### src/rtl/regfile_arb_pkg.sv
// Shared defaults and well-known register indices for the regfile write arbiter.
package regfile_arb_pkg;

    localparam int unsigned DEF_ADDR_W = 5;
    localparam int unsigned DEF_DATA_W = 32;

    localparam logic [4:0] REG_ZERO  = 5'd0;
    localparam logic [4:0] REG_SCORE = 5'd30;

endpackage

### src/rtl/regfile_write_arbiter_rr.sv
// Combinational round-robin picker: rotate requests by ptr, take the lowest set bit,
// then rotate the one-hot result back into requester order.
module rr_arbiter #(
    parameter int unsigned N = 4,
    localparam int unsigned PW = (N > 1) ? $clog2(N) : 1
) (
    input  logic [N-1:0]  req,
    input  logic [PW-1:0] ptr,
    output logic [N-1:0]  gnt
);

    logic [N-1:0] rot_req;
    logic [N-1:0] rot_gnt;

    always_comb begin
        rot_req = N'({req, req} >> ptr);
        rot_gnt = rot_req & (~rot_req + N'(1));
        gnt     = N'(({rot_gnt, rot_gnt} << ptr) >> N);
    end

endmodule

### src/rtl/regfile_write_arbiter.sv
// Shares the regfile write port between CPU writeback (priority, zero latency) and
// NUM_REQ external requesters parked in single-entry slots, with starvation stall request.
module regfile_write_arbiter
    import regfile_arb_pkg::*;
#(
    parameter int unsigned NUM_REQ      = 4,
    parameter int unsigned DATA_W       = DEF_DATA_W,
    parameter int unsigned ADDR_W       = DEF_ADDR_W,
    parameter int unsigned STARVE_LIMIT = 16
) (
    input  logic                       clk,
    input  logic                       reset,
    input  logic                       cpu_we,
    input  logic [ADDR_W-1:0]          cpu_rd,
    input  logic [DATA_W-1:0]          cpu_data,
    input  logic [NUM_REQ-1:0]         req_valid,
    input  logic [NUM_REQ*ADDR_W-1:0]  req_rd,
    input  logic [NUM_REQ*DATA_W-1:0]  req_data,
    output logic [NUM_REQ-1:0]         req_ready,
    output logic                       rf_we,
    output logic [ADDR_W-1:0]          rf_rd,
    output logic [DATA_W-1:0]          rf_data,
    output logic [NUM_REQ-1:0]         grant,
    output logic                       cpu_stall_req,
    output logic [15:0]                writes_done
);

    localparam int unsigned PW = (NUM_REQ > 1) ? $clog2(NUM_REQ) : 1;
    localparam int unsigned CW = $clog2(STARVE_LIMIT);

    logic [NUM_REQ-1:0] full;
    logic [ADDR_W-1:0]  slot_rd   [NUM_REQ];
    logic [DATA_W-1:0]  slot_data [NUM_REQ];
    logic [PW-1:0]      rr_ptr;
    logic [CW-1:0]      starve_cnt;
    logic               stall_q;
    logic [15:0]        done_cnt;

    logic [NUM_REQ-1:0] rr_gnt;
    logic [PW-1:0]      win_idx;
    logic               cpu_act;
    logic               slot_pick;
    logic               blocked;

    rr_arbiter #(.N(NUM_REQ)) u_rr (
        .req (full),
        .ptr (rr_ptr),
        .gnt (rr_gnt)
    );

    always_comb begin
        win_idx = '0;
        for (int unsigned i = 0; i < NUM_REQ; i++) begin
            if (rr_gnt[i]) win_idx = PW'(i);
        end
    end

    // CPU path is gated by reset so the port is quiet for the whole reset window.
    assign cpu_act   = cpu_we & ~reset;
    assign slot_pick = ~cpu_act & (|full);
    assign blocked   = cpu_act & (|full);

    always_comb begin
        rf_we   = 1'b0;
        rf_rd   = '0;
        rf_data = '0;
        grant   = '0;
        if (cpu_act) begin
            rf_we   = 1'b1;
            rf_rd   = cpu_rd;
            rf_data = cpu_data;
        end else if (slot_pick) begin
            rf_we   = (slot_rd[win_idx] != ADDR_W'(REG_ZERO));
            rf_rd   = slot_rd[win_idx];
            rf_data = slot_data[win_idx];
            grant   = rr_gnt;
        end
    end

    assign req_ready     = ~full & {NUM_REQ{~reset}};
    assign cpu_stall_req = stall_q;
    assign writes_done   = done_cnt;

    always_ff @(posedge clk or posedge reset) begin
        if (reset) begin
            full       <= '0;
            rr_ptr     <= '0;
            starve_cnt <= '0;
            stall_q    <= 1'b0;
            done_cnt   <= '0;
            for (int unsigned i = 0; i < NUM_REQ; i++) begin
                slot_rd[i]   <= '0;
                slot_data[i] <= '0;
            end
        end else begin
            for (int unsigned i = 0; i < NUM_REQ; i++) begin
                if (grant[i]) begin
                    full[i] <= 1'b0;
                end else if (req_valid[i] && !full[i]) begin
                    full[i]      <= 1'b1;
                    slot_rd[i]   <= req_rd[i*ADDR_W +: ADDR_W];
                    slot_data[i] <= req_data[i*DATA_W +: DATA_W];
                end
            end

            if (slot_pick) begin
                rr_ptr <= (win_idx == PW'(NUM_REQ - 1)) ? '0 : win_idx + PW'(1);
            end

            if (slot_pick || !(|full)) begin
                starve_cnt <= '0;
            end else if (blocked && starve_cnt != CW'(STARVE_LIMIT - 1)) begin
                starve_cnt <= starve_cnt + CW'(1);
            end

            // Stall rises on the blocked edge seen with the counter already at its cap.
            if (slot_pick) begin
                stall_q <= 1'b0;
            end else if (blocked && starve_cnt == CW'(STARVE_LIMIT - 1)) begin
                stall_q <= 1'b1;
            end

            if (slot_pick && done_cnt != 16'hFFFF) begin
                done_cnt <= done_cnt + 16'd1;
            end
        end
    end

endmodule
### config.mk
export PLATFORM = sky130hd
export DESIGN_NAME = regfile_write_arbiter
export DESIGN_NICKNAME = d
export VERILOG_FILES = /design/src/rtl/regfile_arb_pkg.sv /design/src/rtl/regfile_write_arbiter_rr.sv /design/src/rtl/regfile_write_arbiter.sv
export SDC_FILE = /design/constraint.sdc
export NUM_CORES = 1
export LEC_CHECK = 0
export ABC_AREA = 1
export CAP_MARGIN = 20
export CORE_MARGIN = 5
export CORE_UTILIZATION = 50
export DETAILED_ROUTE_END_ITERATION = 6
export PLACE_DENSITY = 0.95
export SLEW_MARGIN = 20
export SYNTH_ARGS = -nofsm -noshare
export SYNTH_HDL_FRONTEND = slang
export SYNTH_SLANG_ARGS = --single-unit
### constraint.sdc
create_clock -name clk -period 8.7 [get_ports clk]
set_input_delay 1.74 -clock clk [delete_from_list [all_inputs] [get_ports clk]]
set_output_delay 1.74 -clock clk [all_outputs]
set_load 0.02 [all_outputs]
-- Word level (Yosys, flattened, before mapping)
Cells that the tools add are included.
- bits of input ports: 192
- register bits after elaboration: 175
- word-level logic and storage cells: 96
- output and inout bits: 63
- shifts and indexed selects: 2
- magnitude comparators: 1
- equality and inequality tests: 4
- muxes and demuxes: 30
- reduce and logical (&&, ||, !) cells: 25
- $add $sub $neg: 4
- bitwise operators: 14
- operator list (operator ; number):
    2-to-1 mux 32 bit ; 4
    binary-select mux 32 bit (select 2 bit) ; 1
    2-to-1 mux 5 bit ; 4
    adder 16 x 1 -> 16 bit (second input constant) ; 1
    2-to-1 mux 4 bit ; 4
    != test 16 bit (second input constant) ; 1
    2-to-1 mux 1 bit ; 13
    nonzero test 2 bit ; 6
    binary-select mux 5 bit (select 2 bit) ; 1
    adder 4 x 1 -> 4 bit (second input constant) ; 2
    bitwise AND 4 bit ; 2
    inverter 4 bit ; 2
    AND reduction 2 bit ; 4
    << shifter 8 x 2 -> 8 bit ; 1
    right shift 8 x 2 -> 4 bit ; 1
    logical AND 1 bit ; 7
    2-to-1 mux 2 bit ; 3
    inverter 1 bit ; 6
    zero test 1 bit ; 5
    nonzero test 5 bit ; 1
    == test 4 bit (second input constant) ; 1
    != test 4 bit (second input constant) ; 1
    OR reduction 4 bit ; 1
    bitwise AND 1 bit ; 3
    5 further kinds ; 5

-- Depth between registers and ports, before layout
Gate-level depths: netlist of run 1.
- word-level depth: 15
- mapped depth: 20
- gate-level depth less buffers: 19

-- Modules after synthesis
From an unflattened synthesis of run 1, not the netlist that was laid out.
- cells, all modules: 1149
- area total of the unflattened synthesis: 9121.2 um^2
- modules (own cells, without submodules) (module ; instances ; seq. area each (um^2) ; area an instance (um^2) ; cells each):
    regfile_write_arbiter ; 1 ; 4379.2 ; 8837.2 ; 1097
    rr_arbiter ; 1 ; 0.0 ; 284.0 ; 52

-- Worst setup path before layout of run 1
No wires, ideal clock.
- path type: input -> output
- start: input port reset
- end: output port rf_data[12]
- data arrival time: 4.904 ns
- required time: 6.960 ns
- path slack: 2.056 ns
- cell stages on the path: 7
- buffers on the path: 2
- path through: inv_2 nand2_1 inv_1 clkbuf_1 clkbuf_1 nand2_1 nand2_1
- cells in the longest elaborated chain, start to end: 6
- RTL lines (element ; RTL line ; text):
    from (decl) ; regfile_write_arbiter.sv:12 ; input logic reset,
    inverter 1 bit * ; regfile_write_arbiter.sv:59 ; assign cpu_act = cpu_we & ~reset;
    bitwise AND 1 bit * ; regfile_write_arbiter.sv:59 ;
    inverter 1 bit ; regfile_write_arbiter.sv:60 ; assign slot_pick = ~cpu_act & (|full);
    bitwise AND 1 bit ; regfile_write_arbiter.sv:60 ;
    2-to-1 mux 32 bit ; regfile_write_arbiter.sv:72 ; end else if (slot_pick) begin
    2-to-1 mux 32 bit * ; regfile_write_arbiter.sv:68 ; if (cpu_act) begin
    to (decl) ; regfile_write_arbiter.sv:22 ; output logic [DATA_W-1:0] rf_data,
Mark *: on every way between the ends. The rest lies on a longest branch, timed or not.

-- Worst setup path after layout of run 1
- start: input port reset
- end: output port rf_rd[4]
- cells in the longest elaborated chain, start to end: 6
- RTL lines (element ; RTL line ; text):
    inverter 1 bit * ; regfile_write_arbiter.sv:59 ;
    bitwise AND 1 bit * ; regfile_write_arbiter.sv:59 ;
    inverter 1 bit ; regfile_write_arbiter.sv:60 ;
    bitwise AND 1 bit ; regfile_write_arbiter.sv:60 ;
    2-to-1 mux 5 bit ; regfile_write_arbiter.sv:72 ;
    2-to-1 mux 5 bit * ; regfile_write_arbiter.sv:68 ;
    to (decl) ; regfile_write_arbiter.sv:21 ; output logic [ADDR_W-1:0] rf_rd,
Marked as above.

==> metrics.cfg, run 1 <==
[outcome]
status=finished clean

[floorplan]
ios=255
rows=48
die_x_microns=142.3
core_area_sq_um=17240
fp.dieH_microns=142.3
die-area_sq_um=20260
start_util_pct=50.81

[cells_and_area]
postLayoutCoreUtil_pct=69.66
layout_commonest_cell=clkdlybuf4s50_1
drive_gt1_share_pct=18.40
mostFrequentLayoutCells=clkdlybuf4s50_1 (254), nand2_1 (184), dfrtp_1 (175)
fin_nets=1318
syn2layout_area_growth_pct=37.11
fin_area_sq_um=12010

[power_and_ir_drop]
power_density_nw_per_um2=449.9
finalPower_mw=5.402
peakVddDrop_mv=0.4398
p_leak_nw=5.389

[critical_path]
r2r-end=writes_done[15]
reg2reg_setup_slack_ps=6060
timing.rr.start=full[2]
crit_path_end_kind=primary output
ff2ff_path_depth=7
startpoint_type=input pin
critPathMaxFanout=112
cp.required_ps=6960
arrival_ps=5060
crit_type=input pin to primary output

[yosys]
syn_nets=1090
synth_ff_type=dfrtp_1
synth-seq-cells=175
yosys_warnings=0
yosysUniqueCellTypes=36
syn_area_per_cell_sq_um=9.774
ys_seq_area_share_pct=50.01
synth-edff-count=0
synthArstFlopShare_pct=100.0
synthCells=896
netlist_area_sq_um=8757

[global_route]
grt_pass1_vias=8227
antenna_found_initial=1
track_usage_pct=25.72
grt_max_degree=113
grt-ovfl-total=0
grt_pass1_wl_microns=41410

[detailed_routing]
vias_per_cell=5.548
wl_per_cell_microns=19.09
drt_wl_total_microns=26010
drtAntennaViolNets=0
firstDrtPassIters=5
drcViolationCount=0
vias=7556
drtIter0Drc=304

[placement]
post-place-ws_ps=1765
gp_congestion=0.8608
placed_area_sq_um=11350
hpwl_microns=17450
io_buffers=254

[clock_network]
cts-root-buf=clkbuf_16
h-tree-depth=4
cts_tree=yes
post_cts_buffers=0
cts_resized=0
clk_pin_slew_ps=70
cts_buffers=17
cts_max_path_buffers=2
cts_sinks=175
insertion_delay_ps=420
postCtsHoldBufs=0

[sta]
worstMarginPinSlew_ps=1032
min_period_ps=6800
hold_viol_final=0
fin_setup_tns_ps=0
min_period_over_period_pct=78.16
timing.fmax_mhz=147.1
fin_skew_ps=12.96
finalSetupViolCount=0
maxSlewViolCount=0
fin_ws_ps=1900
slew_headroom_pct=30.95
rsz0062_at_grt=no

[min_path]
worstHoldPathType=flip-flop to flip-flop
min-delay-start=writes_done[8]
holdPathEnd=writes_done[8]
min_path_cells=1

[job]
maxCapViolCount=0

metrics by stage:
step / hold WS [ps] / instances
floorplan: 460.4 / 896
global placement: 476.8 / 1330
detailed placement: 482.9 / 1330
CTS: 498.7 / 1361
global route: 519.5 / 1362
finish: 499.7 / 1362
how the worst max path moves through the flow:
stage	start	to	slack, ps	cells after the start
after global routing	reset	rf_rd[4]	1660	8
final	reset	rf_rd[4]	1900	8
after global placement	reset	rf_data[16]	1910	10
after floorplan	reset	rf_data[12]	2060	7
after detailed placement	reset	rf_rd[4]	1770	8
after CTS	reset	rf_rd[4]	1800	8
worst max-delay path: stages:
cell and delay, ps:
clkdlybuf4s50_1 640, inv_8 300, nand2_1 180, inv_1 100, nor2_4 790, inv_1 370
o21ai_0 280, clkdlybuf4s50_1 640
synth_stat cells (7+ instances only):
master	n	area share [%]
inv_1	65	2.8
nor2_1	69	3.0
xor2_1	12	1.2
a31oi_1	21	1.5
dfrtp_1	175	50
mux2_2	115	15
nor3_1	8	0.46
o22ai_2	18	2.6
o22ai_1	15	1.1
nand2_1	188	8.1
nand2_2	7	0.50
o21ai_0	45	2.6
a21oi_2	12	1.2
a21oi_1	41	2.3
buf_2	9	0.51
nand3_1	19	1.1
clkbuf_1	23	0.99
kinds of logic after synthesis:
group / share of synthesized area [%]
and+or+nand+nor: 15.30
DFF: 50.01
AOI/OAI and AO/OA: 11.74
buffers and inverters: 6.272
muxes: 14.79
xor gates and xnor gates: 1.600
adders and majority gates: 0.2857
where the power goes:
part           leakage (nW)  switching [mW]  total [mW]  internal (mW)
Clock                 0.310           0.317       0.829          0.512
Combinational          3.03            1.85        3.15           1.30
Sequential             2.05           0.232        1.43           1.19
Total                  5.39            2.40        5.40           3.00
registers in the layout, summed over array words and instances (netlist names):
register	flops
writes_done	16
cpu_stall_req	1
starve_cnt	4
slot_data	128
full	4
rr_ptr	2
slot_rd	20
cell type report:
type                            count  area (sq um)
Fill cell                        1254          5230
Sequential cell                   175          4379
Multi-Input combinational cell    602          3854
Timing Repair Buffer              258          2572
Clock buffer                       23         488.0
Tap cell                          225         281.5
Inverter                           70         275.3
Clock inverter                      8         153.9
Antenna cell                        1         2.502
metal layers:
layer / wire, microns / part of all wire [%] / GRT usage, % / vias to the layer above
met3: 1985 / 7.6 / 6.788 / 68
met5: 0 / 0 / 0 / -
met1: 9998 / 38 / 30.43 / 3688
li1: - / - / - / 3454
met2: 13160 / 51 / 44.17 / 346
met4: 865 / 3.3 / 11.36 / 0
Power figures use the tool's default switching activity.
==> run 2, diff against run 1 <==
- CORE_UTILIZATION: 50 -> 48
- PLACE_DENSITY: 0.95 -> 0.92
- clock period: 8.7 -> 6.4 ns (I/O delays scaled with it)
==> run 2 against run 1 <==
Against the previous run:
- final area about the same
- first-iteration DRC count increased by 24%
- clock power increased by 28%
- register-to-register slack got worse by 2000 ps
- non-clock buffer count increased by 3
- sequential power increased by 36%
- highest routed layer unchanged
- combinational power increased by 36%
- clock skew about the same
- sequential share of layout area about the same
- routed wire length increased by 2.3%
- largest power group unchanged
==> metrics.cfg, run 2 (same netlist as run 1, synthesis figures left out) <==
[placement]
hpwl_microns=18180  ; +4.2%
io_buffers=254  ; unchanged
post-place-cells=1337  ; +0.53%
placed_area_sq_um=11380  ; +0.24%
gp_congestion=0.9509  ; +10%

[critical_path]
critPathMaxFanout=45  ; -60%
setup.worst_path.start=rr_ptr[0]
timing.rr.start=full[2]
ff2ff_path_depth=7  ; unchanged
crit_path_end_kind=primary output
r2r-end=rr_ptr[1]
reg2reg_setup_slack_ps=4080  ; -1980 ps
arrival_ps=4490  ; -570 ps
crit_type=flip-flop to primary output
cp.required_ps=5120  ; -1840 ps
startpoint_type=flip-flop
cp-endpoint=rf_we

[detailed_routing]
drtAntennaViolNets=0  ; unchanged
vias_per_cell=5.524  ; -0.42%
firstDrtPassIters=5  ; unchanged
drtIter0Drc=378  ; +24%
vias=7563  ; +0.093%
drcViolationCount=0  ; unchanged
drt_wl_total_microns=26610  ; +2.3%
wl_per_cell_microns=19.44  ; +1.8%

[power_and_ir_drop]
peakVddDrop_mv=0.6982  ; +59%
p_leak_nw=5.387  ; about the same
power_density_nw_per_um2=607.9  ; +35%

[cells_and_area]
fin_area_sq_um=12000  ; about the same
mostFrequentLayoutCells=clkdlybuf4s50_1 (254), nand2_1 (184), dfrtp_1 (175)
top_register=slot_data
antenna_cells=0  ; -1
register_area_sq_um=4379  ; unchanged
largest_register_ffs=128  ; unchanged
drive_gt1_share_pct=18.95  ; +0.55 points
final_cells=1369  ; +0.51%
syn2layout_area_growth_pct=37.05  ; about the same
layout_commonest_cell=clkdlybuf4s50_1
nFillCells=1314  ; +4.8%
multi_input_area_sq_um=3854  ; unchanged
fin_nets=1321  ; +0.23%

[global_route]
antenna_found_initial=0  ; -1
grt_pass1_wl_microns=42830  ; +3.4%
grt_pass1_vias=8140  ; -1.1%
track_usage_pct=25.15  ; -0.57 points
grt_max_degree=83  ; -27%
grt-ovfl-total=0  ; unchanged

[floorplan]
fp.dieH_microns=145.1  ; +1.9%
core_area_sq_um=17960  ; +4.2%
start_util_pct=48.75  ; -2.1 points
ios=255  ; unchanged
rows=49  ; +2.1%
die_x_microns=145.1  ; +1.9%
die-area_sq_um=21050  ; +3.9%

[sta]
timing.fmax_mhz=173.3
worstMarginPinSlew_ps=945.6  ; -86.48 ps
min_period_ps=5771
fin_skew_ps=13.14  ; +0.1806 ps
hold_viol_final=0  ; unchanged
rsz0062_at_grt=no
min_period_over_period_pct=90.16
slew_headroom_pct=36.87  ; +5.9 points
maxSlewViolCount=0  ; unchanged
fin_setup_tns_ps=0  ; unchanged
finalSetupViolCount=0  ; unchanged

[min_path]
min_path_cells=1  ; unchanged
worstHoldPathType=flip-flop to flip-flop

[clock_network]
post_cts_buffers=0  ; unchanged
cts_buffers=17  ; unchanged
postCtsHoldBufs=0  ; unchanged
h-tree-depth=4  ; unchanged
clk_pin_slew_ps=70  ; about the same
cts_max_path_buffers=2  ; unchanged
cts-root-buf=clkbuf_16
cts_tree=yes
cts_resized=0  ; unchanged
cts_sinks=175  ; unchanged
insertion_delay_ps=430  ; about the same

[job]
maxCapViolCount=0  ; unchanged

[outcome]
status=finished clean

run 2: cell count changes in the layout (fill, tap and decap cells not counted):
cell,change
inv_2,+1
clkbuf_1,-2
clkbuf_8,-3
buf_6,+2
bufinv_16,-3
diode_2,-1
inv_1,-1
clkinv_8,+2
buf_4,+1
inv_8,+3
inv_6,+4
run 2: area by class of cell:
| type | instances | area share (%) |
|---|---|---|
| Clock buffer | 18 | 3.659 |
| Clock inverter | 14 | 1.397 |
| Inverter | 70 | 2.273 |
| Multi-Input combinational cell | 602 | 32.11 |
| Sequential cell | 175 | 36.49 |
| Tap cell | 229 | 2.387 |
| Timing Repair Buffer | 261 | 21.68 |
run 2: through the flow:
step           hold slack [ps]  utilization, %  power [mW]  setup slack (ps)
6_report                 503.0           66.81       7.296             629.5
5_1_grt                  514.7           66.81       7.741             262.6
4_1_cts                  504.4           66.71       7.306             657.4
3_5_place_dp             488.2           63.33       6.207              1091
3_3_place_gp             479.5           63.33       6.061              1186
2_1_floorplan            460.4               -       4.842             675.5
run 2: worst max-delay path, stage by stage (launching register included):
cell	delay, ps
dfrtp_1	610
inv_2	160
nand2_1	140
nand3_2	110
nand2_4	140
nand2_1	70
nand3_1	120
nand2_1	90
nand2_4	450
nand2_2	60
buf_4	270
inv_2	720
nand3_1	140
nand2_1	140
nor2_1	50
nand2_1	60
nand2_1	40
nand2_1	70
clkdlybuf4s50_1	600
run 2: how the worst min path moves through the flow:
stage | startpoint | endpoint | slack (ps)
floorplan | starve_cnt[0] | starve_cnt[0] | 460
global placement | starve_cnt[0] | starve_cnt[0] | 480
detailed placement | slot_data[1] | slot_data[1] | 490
CTS | slot_data[1] | slot_data[1] | 500
global route | slot_data[17] | slot_data[17] | 510
finish | starve_cnt[0] | starve_cnt[0] | 500
run 2: where the power goes:
| group | switching [mW] | internal (mW) | leakage, nW | total, mW |
|---|---|---|---|---|
| combinational | 2.52 | 1.77 | 3.04 | 4.29 |
| clock | 0.491 | 0.570 | 0.295 | 1.06 |
| sequential | 0.326 | 1.62 | 2.05 | 1.95 |
| total | 3.33 | 3.96 | 5.39 | 7.30 |
run 2: metal layers:
metal,up-vias,wire length [microns],part of all wire [%],GRT usage [%]
met5,-,0,0,0
met4,0,894,3.4,11.01
met3,66,1926,7.2,6.704
met2,333,13340,50,42.34
met1,3706,10440,39,30.45
li1,3458,-,-,-
==> run 3, diff against run 2 <==
- HOLD_SLACK_MARGIN: default -> 0.05
==> results of run 3 <==
Final layout, timing and power as in run 2 (identical DEF).
